## config.mk

```make
export PLATFORM = sky130hd
export DESIGN_NAME = tsb_rr_bus_flat
export DESIGN_NICKNAME = d
export VERILOG_FILES = /design/src/rtl/tsb_pkg.sv /design/src/rtl/tsb_rr_bus_if.sv /design/src/rtl/tsb_rr_pick.sv /design/src/rtl/tsb_rr_bus.sv /design/src/flat_wrapper.sv
export SDC_FILE = /design/constraint.sdc
export NUM_CORES = 1
export LEC_CHECK = 0
export ABC_CLOCK_PERIOD_IN_PS = 1810
export CORE_AREA = 4 4 261 263
export CTS_BUF_LIST = sky130_fd_sc_hd__clkbuf_4 sky130_fd_sc_hd__clkbuf_8 sky130_fd_sc_hd__clkbuf_16
export DETAILED_ROUTE_END_ITERATION = 7
export DIE_AREA = 0 0 265 267
export DONT_BUFFER_PORTS = 1
export PLACE_DENSITY = 0.34
export SLEW_MARGIN = 40
export SYNTH_ARGS = -nofsm -noshare
export SYNTH_HDL_FRONTEND = slang
export SYNTH_SLANG_ARGS = --single-unit
```

## constraint.sdc

```tcl
create_clock -name clk -period 1.81 [get_ports clk]
set_input_delay 0.2715 -clock clk [delete_from_list [all_inputs] [get_ports clk]]
set_output_delay 0.2715 -clock clk [all_outputs]
set_load 0.02 [all_outputs]
```

## src/rtl/tsb_pkg.sv

```systemverilog
// Shared constants and elaboration-time helpers for the tsb_rr_bus arbiter slice.
package tsb_pkg;

   localparam int ERRCNT_W = 16;

   // Index width for a vector of `value` entries; never narrower than 1 bit.
   function automatic int clog2(input int value);
      for (int w = 1; w < 32; w++) begin
         if ((1 << w) >= value) return w;
      end
      return 32;
   endfunction

endpackage

```

## src/rtl/tsb_rr_bus_if.sv

```systemverilog
// Bundled writer-side and bus-side signals of tsb_rr_bus (tri-state bus replacement).
interface tsb_rr_bus_if import tsb_pkg::*; #(
   parameter int WIDTH    = 130,
   parameter int NWRITERS = 4
);

   logic [NWRITERS*WIDTH-1:0] io_in;
   logic [NWRITERS-1:0]       io_en;
   logic [NWRITERS-1:0]       io_lock;
   logic [WIDTH-1:0]          io_out;
   logic                      io_valid;
   logic [NWRITERS-1:0]       io_grant;
   logic                      io_contention;
   logic [ERRCNT_W-1:0]       io_err_cnt;

   modport master (
      output io_in, io_en, io_lock,
      input  io_out, io_valid, io_grant, io_contention, io_err_cnt
   );

   modport slave (
      input  io_in, io_en, io_lock,
      output io_out, io_valid, io_grant, io_contention, io_err_cnt
   );

endinterface

```

## src/rtl/tsb_rr_pick.sv

```systemverilog
// Combinational rotate-priority picker: first set req bit at or above ptr, wrapping to 0.
module tsb_rr_pick import tsb_pkg::*; #(
   parameter int N  = 4,
   parameter int PW = clog2(N)
) (
   input  logic [N-1:0]  req,
   input  logic [PW-1:0] ptr,
   output logic [N-1:0]  grant,
   output logic          found
);

   int pos;

   always_comb begin
      grant = '0;
      found = 1'b0;
      pos   = 0;
      for (int i = 0; i < N; i++) begin
         pos = int'(ptr) + i;
         if (pos >= N) pos = pos - N;
         // Constant j keeps every select static; only the matching position can fire.
         for (int j = 0; j < N; j++) begin
            if (!found && (pos == j) && req[j]) begin
               grant[j] = 1'b1;
               found    = 1'b1;
            end
         end
      end
   end

endmodule

```

## src/rtl/tsb_rr_bus.sv

```systemverilog
// Round-robin multi-writer bus with owner lock and bus-keeper output.
// Optional saturating contention counter enabled by defining TSB_ERRCNT_EN.
module tsb_rr_bus import tsb_pkg::*; #(
   parameter int WIDTH    = 130,
   parameter int NWRITERS = 4,
   parameter int LOCK_MAX = 8
) (
   input logic         clk,
   input logic         reset,
   tsb_rr_bus_if.slave bus
);

   localparam int             PW       = clog2(NWRITERS);
   localparam int             LCW      = 8;
   localparam logic [LCW-1:0] LOCK_CAP = LCW'(LOCK_MAX);

   logic [PW-1:0]       ptr_p1;
   logic [LCW-1:0]      lock_cnt_p1;
   logic [WIDTH-1:0]    out_p1;
   logic                vld_p1;
   logic [NWRITERS-1:0] grant_p1;
   logic                cont_p1;

   logic [NWRITERS-1:0] rr_grant;
   logic                rr_found;
   logic                lock_hit;
   logic [NWRITERS-1:0] win_oh;
   logic [WIDTH-1:0]    win_data;
   logic [PW-1:0]       ptr_nxt;
   logic                contention;
   logic                seen;

   tsb_rr_pick #(
      .N  (NWRITERS),
      .PW (PW)
   ) u_pick (
      .req   (bus.io_en),
      .ptr   (ptr_p1),
      .grant (rr_grant),
      .found (rr_found)
   );

   // Stage p0: arbitration on the sampled inputs.
   always_comb begin
      // grant_p1 is the last owner's one-hot; it is zero whenever the bus went idle.
      lock_hit   = vld_p1 && (|(grant_p1 & bus.io_en & bus.io_lock)) &&
                   (lock_cnt_p1 < LOCK_CAP);
      win_oh     = lock_hit ? grant_p1 : rr_grant;
      win_data   = '0;
      ptr_nxt    = ptr_p1;
      contention = 1'b0;
      seen       = 1'b0;
      for (int k = 0; k < NWRITERS; k++) begin
         if (win_oh[k]) begin
            win_data = bus.io_in[k*WIDTH +: WIDTH];
            ptr_nxt  = PW'((k + 1) % NWRITERS);
         end
         if (bus.io_en[k]) begin
            if (seen) contention = 1'b1;
            seen = 1'b1;
         end
      end
   end

   // Stage p1: registered bus state and arbitration history.
   always_ff @(posedge clk) begin
      if (reset) begin
         out_p1      <= '0;
         vld_p1      <= 1'b0;
         grant_p1    <= '0;
         cont_p1     <= 1'b0;
         ptr_p1      <= '0;
         lock_cnt_p1 <= '0;
      end else begin
         cont_p1 <= contention;
         if (rr_found) begin
            out_p1      <= win_data;
            vld_p1      <= 1'b1;
            grant_p1    <= win_oh;
            ptr_p1      <= ptr_nxt;
            lock_cnt_p1 <= lock_hit ? (lock_cnt_p1 + LCW'(1)) : '0;
         end else begin
            vld_p1      <= 1'b0;
            grant_p1    <= '0;
            lock_cnt_p1 <= '0;
         end
      end
   end

`ifdef TSB_ERRCNT_EN
   logic [ERRCNT_W-1:0] err_cnt_p1;

   always_ff @(posedge clk) begin
      if (reset) begin
         err_cnt_p1 <= '0;
      end else if (contention && (err_cnt_p1 != '1)) begin
         err_cnt_p1 <= err_cnt_p1 + ERRCNT_W'(1);
      end
   end

   assign bus.io_err_cnt = err_cnt_p1;
`else
   assign bus.io_err_cnt = '0;
`endif

   assign bus.io_out        = out_p1;
   assign bus.io_valid      = vld_p1;
   assign bus.io_grant      = grant_p1;
   assign bus.io_contention = cont_p1;

endmodule
```

## src/flat_wrapper.sv

```systemverilog
// flat-port wrapper written by rule: the top's interface ports become plain ports
module tsb_rr_bus_flat import tsb_pkg::*;
#(
   parameter int WIDTH    = 130,
   parameter int NWRITERS = 4,
   parameter int LOCK_MAX = 8
)
  (clk, reset, bus_io_in, bus_io_en, bus_io_lock, bus_io_out, bus_io_valid, bus_io_grant, bus_io_contention, bus_io_err_cnt);
  tsb_rr_bus_if #(.WIDTH(WIDTH), .NWRITERS(NWRITERS)) bus_i ();
  input logic clk;
  input logic reset;
  input wire logic [$bits(bus_i.io_in)-1:0] bus_io_in;
  input wire logic [$bits(bus_i.io_en)-1:0] bus_io_en;
  input wire logic [$bits(bus_i.io_lock)-1:0] bus_io_lock;
  output wire logic [$bits(bus_i.io_out)-1:0] bus_io_out;
  output wire logic [$bits(bus_i.io_valid)-1:0] bus_io_valid;
  output wire logic [$bits(bus_i.io_grant)-1:0] bus_io_grant;
  output wire logic [$bits(bus_i.io_contention)-1:0] bus_io_contention;
  output wire logic [$bits(bus_i.io_err_cnt)-1:0] bus_io_err_cnt;
  assign bus_i.io_in = bus_io_in;
  assign bus_i.io_en = bus_io_en;
  assign bus_i.io_lock = bus_io_lock;
  assign bus_io_out = bus_i.io_out;
  assign bus_io_valid = bus_i.io_valid;
  assign bus_io_grant = bus_i.io_grant;
  assign bus_io_contention = bus_i.io_contention;
  assign bus_io_err_cnt = bus_i.io_err_cnt;
  tsb_rr_bus #(.WIDTH(WIDTH), .NWRITERS(NWRITERS), .LOCK_MAX(LOCK_MAX)) u_core (.clk(clk), .reset(reset), .bus(bus_i));
endmodule
```

==> results of run 1 <==
-- Yosys cell counts (2+ instances only) --
master	instances
sky130_fd_sc_hd__dfxtp_1	146
sky130_fd_sc_hd__nand2b_1	2
sky130_fd_sc_hd__mux2_4	2
sky130_fd_sc_hd__inv_2	2
sky130_fd_sc_hd__nand2_1	7
sky130_fd_sc_hd__a32oi_1	130
sky130_fd_sc_hd__nor2_1	5
sky130_fd_sc_hd__and2_1	2
sky130_fd_sc_hd__o21ai_1	130
sky130_fd_sc_hd__nor3_1	9
sky130_fd_sc_hd__nand3_1	4
sky130_fd_sc_hd__o21a_1	2
sky130_fd_sc_hd__nor2b_1	2
sky130_fd_sc_hd__buf_4	18
sky130_fd_sc_hd__clkbuf_1	46
sky130_fd_sc_hd__buf_1	3
sky130_fd_sc_hd__mux2i_1	2
sky130_fd_sc_hd__a222oi_1	130
sky130_fd_sc_hd__nand3_2	2
sky130_fd_sc_hd__or2_1	2
sky130_fd_sc_hd__a21oi_1	7
sky130_fd_sc_hd__buf_6	3
sky130_fd_sc_hd__buf_2	49
sky130_fd_sc_hd__nand2_2	2
-- through the flow --
stage,setup slack [ns],std cells
after floorplan,-0.202,745
after global placement,-0.502,1551
after detailed placement,-0.545,1551
-- kinds of logic after synthesis --
group | count (synthesis) | share of synthesized area, %
AOI/OAI and AO/OA | 408 | 45.6
DFF | 146 | 41.2
buffers and inverters | 122 | 8.59
and+or+nand+nor | 41 | 3.28
muxes | 4 | 0.705
adders and majority gates | 2 | 0.317
xor gates and xnor gates | 2 | 0.247
other | 1 | 0.0529
==> impl_metrics.sql, run 1 <==
INSERT INTO impl_metrics (metric_group, metric, value, unit) VALUES
('cts', 'post_cts_buffers', '20', ''),
('floorplan', 'placementRows', '94', ''),
('cts', 'cts_max_level', '4', ''),
('synthesis', 'synth-edff-count', '0', ''),
('cts', 'cts_inserted_buffers', '17', ''),
('synthesis', 'async_reset_ff_share', '0', '%'),
('floorplan', 'die-height', '267', 'µm'),
('synthesis', 'post_synthesis_average_cell_area', '9.77', 'µm²'),
('synthesis', 'commonest_register_cell_after_synthesis', 'sky130_fd_sc_hd__dfxtp_1', ''),
('outcome', 'terminating_stage_of_the_flow', '4_1_cts', ''),
('cts', 'cts_repair_resize_count', '61', ''),
('placement', 'routabilityCongestion', '0.772', ''),
('floorplan', 'chipWidth', '265', 'µm'),
('synthesis', 'netlist.area_leader.share', '41.2', '%'),
('synthesis', 'yosys_register_bits', '146', ''),
('synthesis', 'synthesis.instances', '726', ''),
('synthesis', 'synth-warning-count', '0', ''),
('cts', 'ctsRootBufferMaster', 'sky130_fd_sc_hd__clkbuf_16', ''),
('synthesis', 'synthTopCellsByArea', 'sky130_fd_sc_hd__dfxtp_1 41%, sky130_fd_sc_hd__a222oi_1 18%, sky130_fd_sc_hd__a32oi_1 16%', ''),
('placement', 'place.port_buffers', '0', ''),
('synthesis', 'seq_area_frac_synth', '41.2', '%'),
('cts', 'cts_sinks', '146', ''),
('cts', 'cts_buffer_depth', '2', ''),
('placement', 'dp_hpwl', '27600', 'µm'),
('outcome', 'outcome', 'aborted with a tool error', ''),
('synthesis', 'synth_cell_type_count', '43', ''),
('synthesis', 'synthesis.area', '7090', 'µm²'),
('floorplan', 'top_ports', '682', ''),
('placement', 'placedInstanceArea', '8340', 'µm²'),
('outcome', 'error', '[ERROR RSZ-0060] Max buffer count reached.', ''),
('cts', 'cts_hold_repair.buffers', '326', ''),
('synthesis', 'yosys.area.top_type', 'sky130_fd_sc_hd__dfxtp_1', ''),
('floorplan', 'initial_standard_cell_utilization_of_the_core', '10.8', '%');
==> run 2: changes to the inputs <==
--- a/config.mk
+++ b/config.mk
@@ -5,13 +5,12 @@
 export SDC_FILE = /design/constraint.sdc
 export NUM_CORES = 1
 export LEC_CHECK = 0
-export ABC_CLOCK_PERIOD_IN_PS = 1810
+export ABC_CLOCK_PERIOD_IN_PS = 2400
 export CORE_AREA = 4 4 261 263
-export CTS_BUF_LIST = sky130_fd_sc_hd__clkbuf_4 sky130_fd_sc_hd__clkbuf_8 sky130_fd_sc_hd__clkbuf_16
 export DETAILED_ROUTE_END_ITERATION = 7
 export DIE_AREA = 0 0 265 267
 export DONT_BUFFER_PORTS = 1
-export PLACE_DENSITY = 0.34
+export PLACE_DENSITY_LB_ADDON = 0.15
 export SLEW_MARGIN = 40
 export SYNTH_ARGS = -nofsm -noshare
 export SYNTH_HDL_FRONTEND = slang
==> constraint.sdc (replaced) <==
create_clock -name clk -period 2.4 [get_ports clk]
set_input_delay 0.36 -clock clk [delete_from_list [all_inputs] [get_ports clk]]
set_output_delay 0.36 -clock clk [all_outputs]
set_load 0.02 [all_outputs]
==> run 2 against run 1 <==
Synthesized area is the same. Synthesized cell count is the same. The flow now finishes, with violations (DRC).
==> impl_metrics.sql, run 2 <==
INSERT INTO impl_metrics (metric_group, metric, value, unit) VALUES
('cts', 'cts_buffer_depth', '2', ''),
('global_route', 'grt_util_all_layers', '10.7', '%'),
('synthesis', 'synthTopCellsByArea', 'sky130_fd_sc_hd__dfxtp_1 41%, sky130_fd_sc_hd__a222oi_1 18%, sky130_fd_sc_hd__a32oi_1 16%', ''),
('placement', 'dp_cells', '1546', ''),
('power_and_ir_drop', 'total_chip_power', '7.77', 'mW'),
('synthesis', 'seq_area_frac_synth', '41.2', '%'),
('global_route', 'antenna_found_initial', '10', ''),
('detailed_routing', 'count_of_tritonroute_iterations_in_the_first_routing_pass', '8', ''),
('detailed_routing', 'antenna_violating_nets_post_route', '0', ''),
('synthesis', 'yosysMostFrequentCell', 'sky130_fd_sc_hd__dfxtp_1', ''),
('detailed_routing', 'remaining_drc_errors', '49', ''),
('cts', 'cts_max_level', '4', ''),
('synthesis', 'synth-warning-count', '0', ''),
('global_route', 'grt_start_max_net_pins', '76', ''),
('outcome', 'violations_in_the_final_reports', 'DRC', ''),
('sta', 'layout_min_cycle_time', '2.33', 'ns'),
('critical_path', 'critPathMaxStageDelay', '0.49', 'ns'),
('final_layout', 'final_design_utilization', '14.9', '%'),
('synthesis', 'commonest_register_cell_after_synthesis', 'sky130_fd_sc_hd__dfxtp_1', ''),
('power_and_ir_drop', 'netSwitchingFraction', '34.3', '%'),
('sta', 'slew_violations', '0', ''),
('power_and_ir_drop', 'switchingPower', '2.66', 'mW'),
('global_route', 'grt_pass1_vias', '7531', ''),
('synthesis', 'netlist.area_leader.share', '41.2', '%'),
('detailed_routing', 'vias_after_detailed_routing', '7730', ''),
('final_layout', 'instances_no_fill', '1654', ''),
('power_and_ir_drop', 'worst_ir_drop_vdd', '470', 'µV'),
('final_layout', 'multi_input_gate_area', '3670', 'µm²'),
('cts', 'cts_tree', 'done', ''),
('critical_path', 'worstPathArrival', '2.67', 'ns'),
('synthesis', 'synthesis.area', '7090', 'µm²'),
('sta', 'finalSetupViolCount', '0', ''),
('power_and_ir_drop', 'p_leak', '3.01', 'nW'),
('floorplan', 'fp.coreArea', '65600', 'µm²'),
('power_and_ir_drop', 'p_clk_share', '39.2', '%'),
('sta', 'max_slew.worst_pin.slew', '0.517', 'ns'),
('sta', 'setup_slack', '0.0686', 'ns'),
('final_layout', 'layout_commonest_cell', 'sky130_fd_sc_hd__dfxtp_1', ''),
('power_and_ir_drop', 'pwr-share-seq', '42.3', '%'),
('floorplan', 'initial_standard_cell_utilization_of_the_core', '10.8', '%'),
('flow_run', 'cap_viol_max_count', '0', ''),
('detailed_routing', 'detail_route.vias_per_cell', '4.67', ''),
('sta', 'final_min_period_over_clock_period', '97.1', '%'),
('power_and_ir_drop', 'cellPowerDensity', '796', 'nW/µm²'),
('cts', 'cts_sinks', '146', ''),
('cts', 'clkSlewWorstSetupHoldPaths', '0.07', 'ns'),
('synthesis', 'synth-edff-count', '0', ''),
('final_layout', 'finalInstanceArea', '9760', 'µm²'),
('floorplan', 'top_ports', '682', ''),
('final_layout', 'mostFrequentLayoutCells', '145 x sky130_fd_sc_hd__dfxtp_1, 130 x sky130_fd_sc_hd__o21ai_1, 130 x sky130_fd_sc_hd__a222oi_1, 130 x sky130_fd_sc_hd__a32oi_1, 52 x sky130_fd_sc_hd__dlygate4sd3_1', ''),
('final_layout', 'post_route_cells_drive_above_1_share', '15.3', '%'),
('critical_path', 'setup.reg_to_reg.worst_slack', '0.07', 'ns'),
('cts', 'clk_latency', '0.46', 'ns'),
('placement', 'routabilityCongestion', '0.773', ''),
('floorplan', 'floorplan.die_area', '70800', 'µm²'),
('sta', 'fmax', '429', 'MHz'),
('sta', 'timing.max_slew.rel_slack', '65.5', '%'),
('placement', 'dp_hpwl', '32100', 'µm'),
('synthesis', 'post_synthesis_average_cell_area', '9.77', 'µm²'),
('floorplan', 'chipWidth', '265', 'µm'),
('final_layout', 'syn2layout_area_growth', '37.5', '%'),
('floorplan', 'placementRows', '94', ''),
('cts', 'ctsRootBufferMaster', 'sky130_fd_sc_hd__clkbuf_16', ''),
('critical_path', 'cp-end-kind', 'flop', ''),
('synthesis', 'yosys_register_bits', '146', ''),
('placement', 'dpl_ws', '0.0102', 'ns'),
('outcome', 'outcome', 'finished with violations', ''),
('critical_path', 'critical-path-slowest-cell', 'sky130_fd_sc_hd__a222oi_1', ''),
('synthesis', 'async_reset_ff_share', '0', '%'),
('final_layout', 'final-seq-area', '2920', 'µm²'),
('final_layout', 'fillCellCount', '7365', ''),
('final_layout', 'max_ffs_per_register', '130', ''),
('global_route', 'grt_remaining_overflow', '0', ''),
('synthesis', 'yosys.area.top_type', 'sky130_fd_sc_hd__dfxtp_1', ''),
('sta', 'finalHoldViolCount', '0', ''),
('min_path', 'min-delay-path-class', 'in -> reg', ''),
('critical_path', 'worst-path-buf-inv', '2', ''),
('synthesis', 'synth_cell_type_count', '43', ''),
('cts', 'cts_inserted_buffers', '17', ''),
('detailed_routing', 'wl_per_cell', '26.3', 'µm'),
('final_layout', 'design.final.nets', '1300', ''),
('power_and_ir_drop', 'p_comb_share', '18.4', '%'),
('detailed_routing', 'wirelength', '43400', 'µm'),
('synthesis', 'yosys-top-cells-count', '146 x sky130_fd_sc_hd__dfxtp_1, 130 x sky130_fd_sc_hd__a222oi_1, 130 x sky130_fd_sc_hd__a32oi_1, 130 x sky130_fd_sc_hd__o21ai_1, 49 x sky130_fd_sc_hd__buf_2', ''),
('critical_path', 'crit_type', 'reg -> reg', ''),
('placement', 'place.port_buffers', '0', ''),
('critical_path', 'critPathMaxFanout', '37', ''),
('floorplan', 'die-height', '267', 'µm'),
('detailed_routing', 'initialDrtViolationCount', '1097', ''),
('global_route', 'grt_pass1_wl', '55700', 'µm'),
('sta', 'finClkSkew', '0.0102', 'ns'),
('critical_path', 'critical_path.startpoint_type', 'flop', ''),
('synthesis', 'synthesis.instances', '726', ''),
('critical_path', 'required', '2.74', 'ns'),
('placement', 'placedInstanceArea', '8370', 'µm²'),
('critical_path', 'critPathTopFamily', 'compound AO/OA/AOI/OAI gates', ''),
('critical_path', 'crit_path_cell_trace', 'nor4_4 -> o211a_4 -> mux2_4 -> buf_4 -> clkbuf_16 -> a222oi_1 -> o21ai_1', ''),
('power_and_ir_drop', 'p_int', '5.10', 'mW');
[run 2: power groups by stage]
stage / combinational, mW / sequential, mW / clock (mW)
global route: 1.56 / 3.31 / 3.28
CTS: 1.32 / 3.30 / 3.23
floorplan: 0.848 / 3.22 / 0
detailed placement: 1.25 / 3.35 / 0
global placement: 1.25 / 3.37 / 0
finish: 1.43 / 3.29 / 3.05
[run 2: layer usage]
layer / GRT usage [%] / part of all wire [%]
met1: 12.9 / 40
met2: 17.7 / 49
met3: 2.98 / 7.3
met4: 4.77 / 3.2
met5: 0 / 0.048
[run 2: cell families after synthesis]
logic type / after synthesis / synth area share (%)
compound gates: 408 / 45.6
flops: 146 / 41.2
buf+inv: 122 / 8.59
simple gates: 41 / 3.28
mux: 4 / 0.705
fa+ha+maj: 2 / 0.317
xor+xnor: 2 / 0.247
other cells: 1 / 0.0529
[run 2: layout make-up]
class | instances | area share [%]
Multi-Input combinational cell | 477 | 37.6
Sequential cell | 146 | 30.0
Timing Repair Buffer | 124 | 14.4
Tap cell | 864 | 11.1
Clock buffer | 18 | 4.50
Clock inverter | 14 | 2.08
Antenna cell | 8 | 0.205
Inverter | 3 | 0.141
[run 2: final timing paths]
kind | depth (start not counted) | start | endpoint
min | 2 | bus_io_in[454] | u_core.bus.io_out[64]$_SDFFE_PP0P_
max reg2reg | 7 | u_core.lock_cnt_p1[5]$_SDFF_PP0_ | u_core.bus.io_out[72]$_SDFFE_PP0P_
min reg2reg | 1 | u_core.lock_cnt_p1[0]$_SDFF_PP0_ | u_core.lock_cnt_p1[0]$_SDFF_PP0_
max | 7 | u_core.lock_cnt_p1[5]$_SDFF_PP0_ | u_core.bus.io_out[72]$_SDFFE_PP0P_
[run 2: per-stage QoR]
step	hold slack [ns]	setup TNS [ns]
3_5_place_dp	0.434	0
2_1_floorplan	0.429	0
4_1_cts	0.000117	0
6_report	0.0646	0
3_3_place_gp	0.434	0
5_1_grt	0.0120	-0.00755
[run 2: worst register-to-register path: cells and delay by family, from the launching register on]
family,cells,cell delay [ns]
mux,1,0.35
compound gates,3,0.83
flops,1,0.33
buf+inv,2,0.40
simple gates,1,0.32
[run 2: timing repair]
item                       CTS  global route
hold endpoints to repair    54             0
gates resized for setup      0             3
buffers inserted             0            12
gates cloned                 0             4
setup endpoints to repair    1             2
hold buffers                52             0
pin swaps                    1             5
Note: power is estimated with default switching activity, not from simulation.
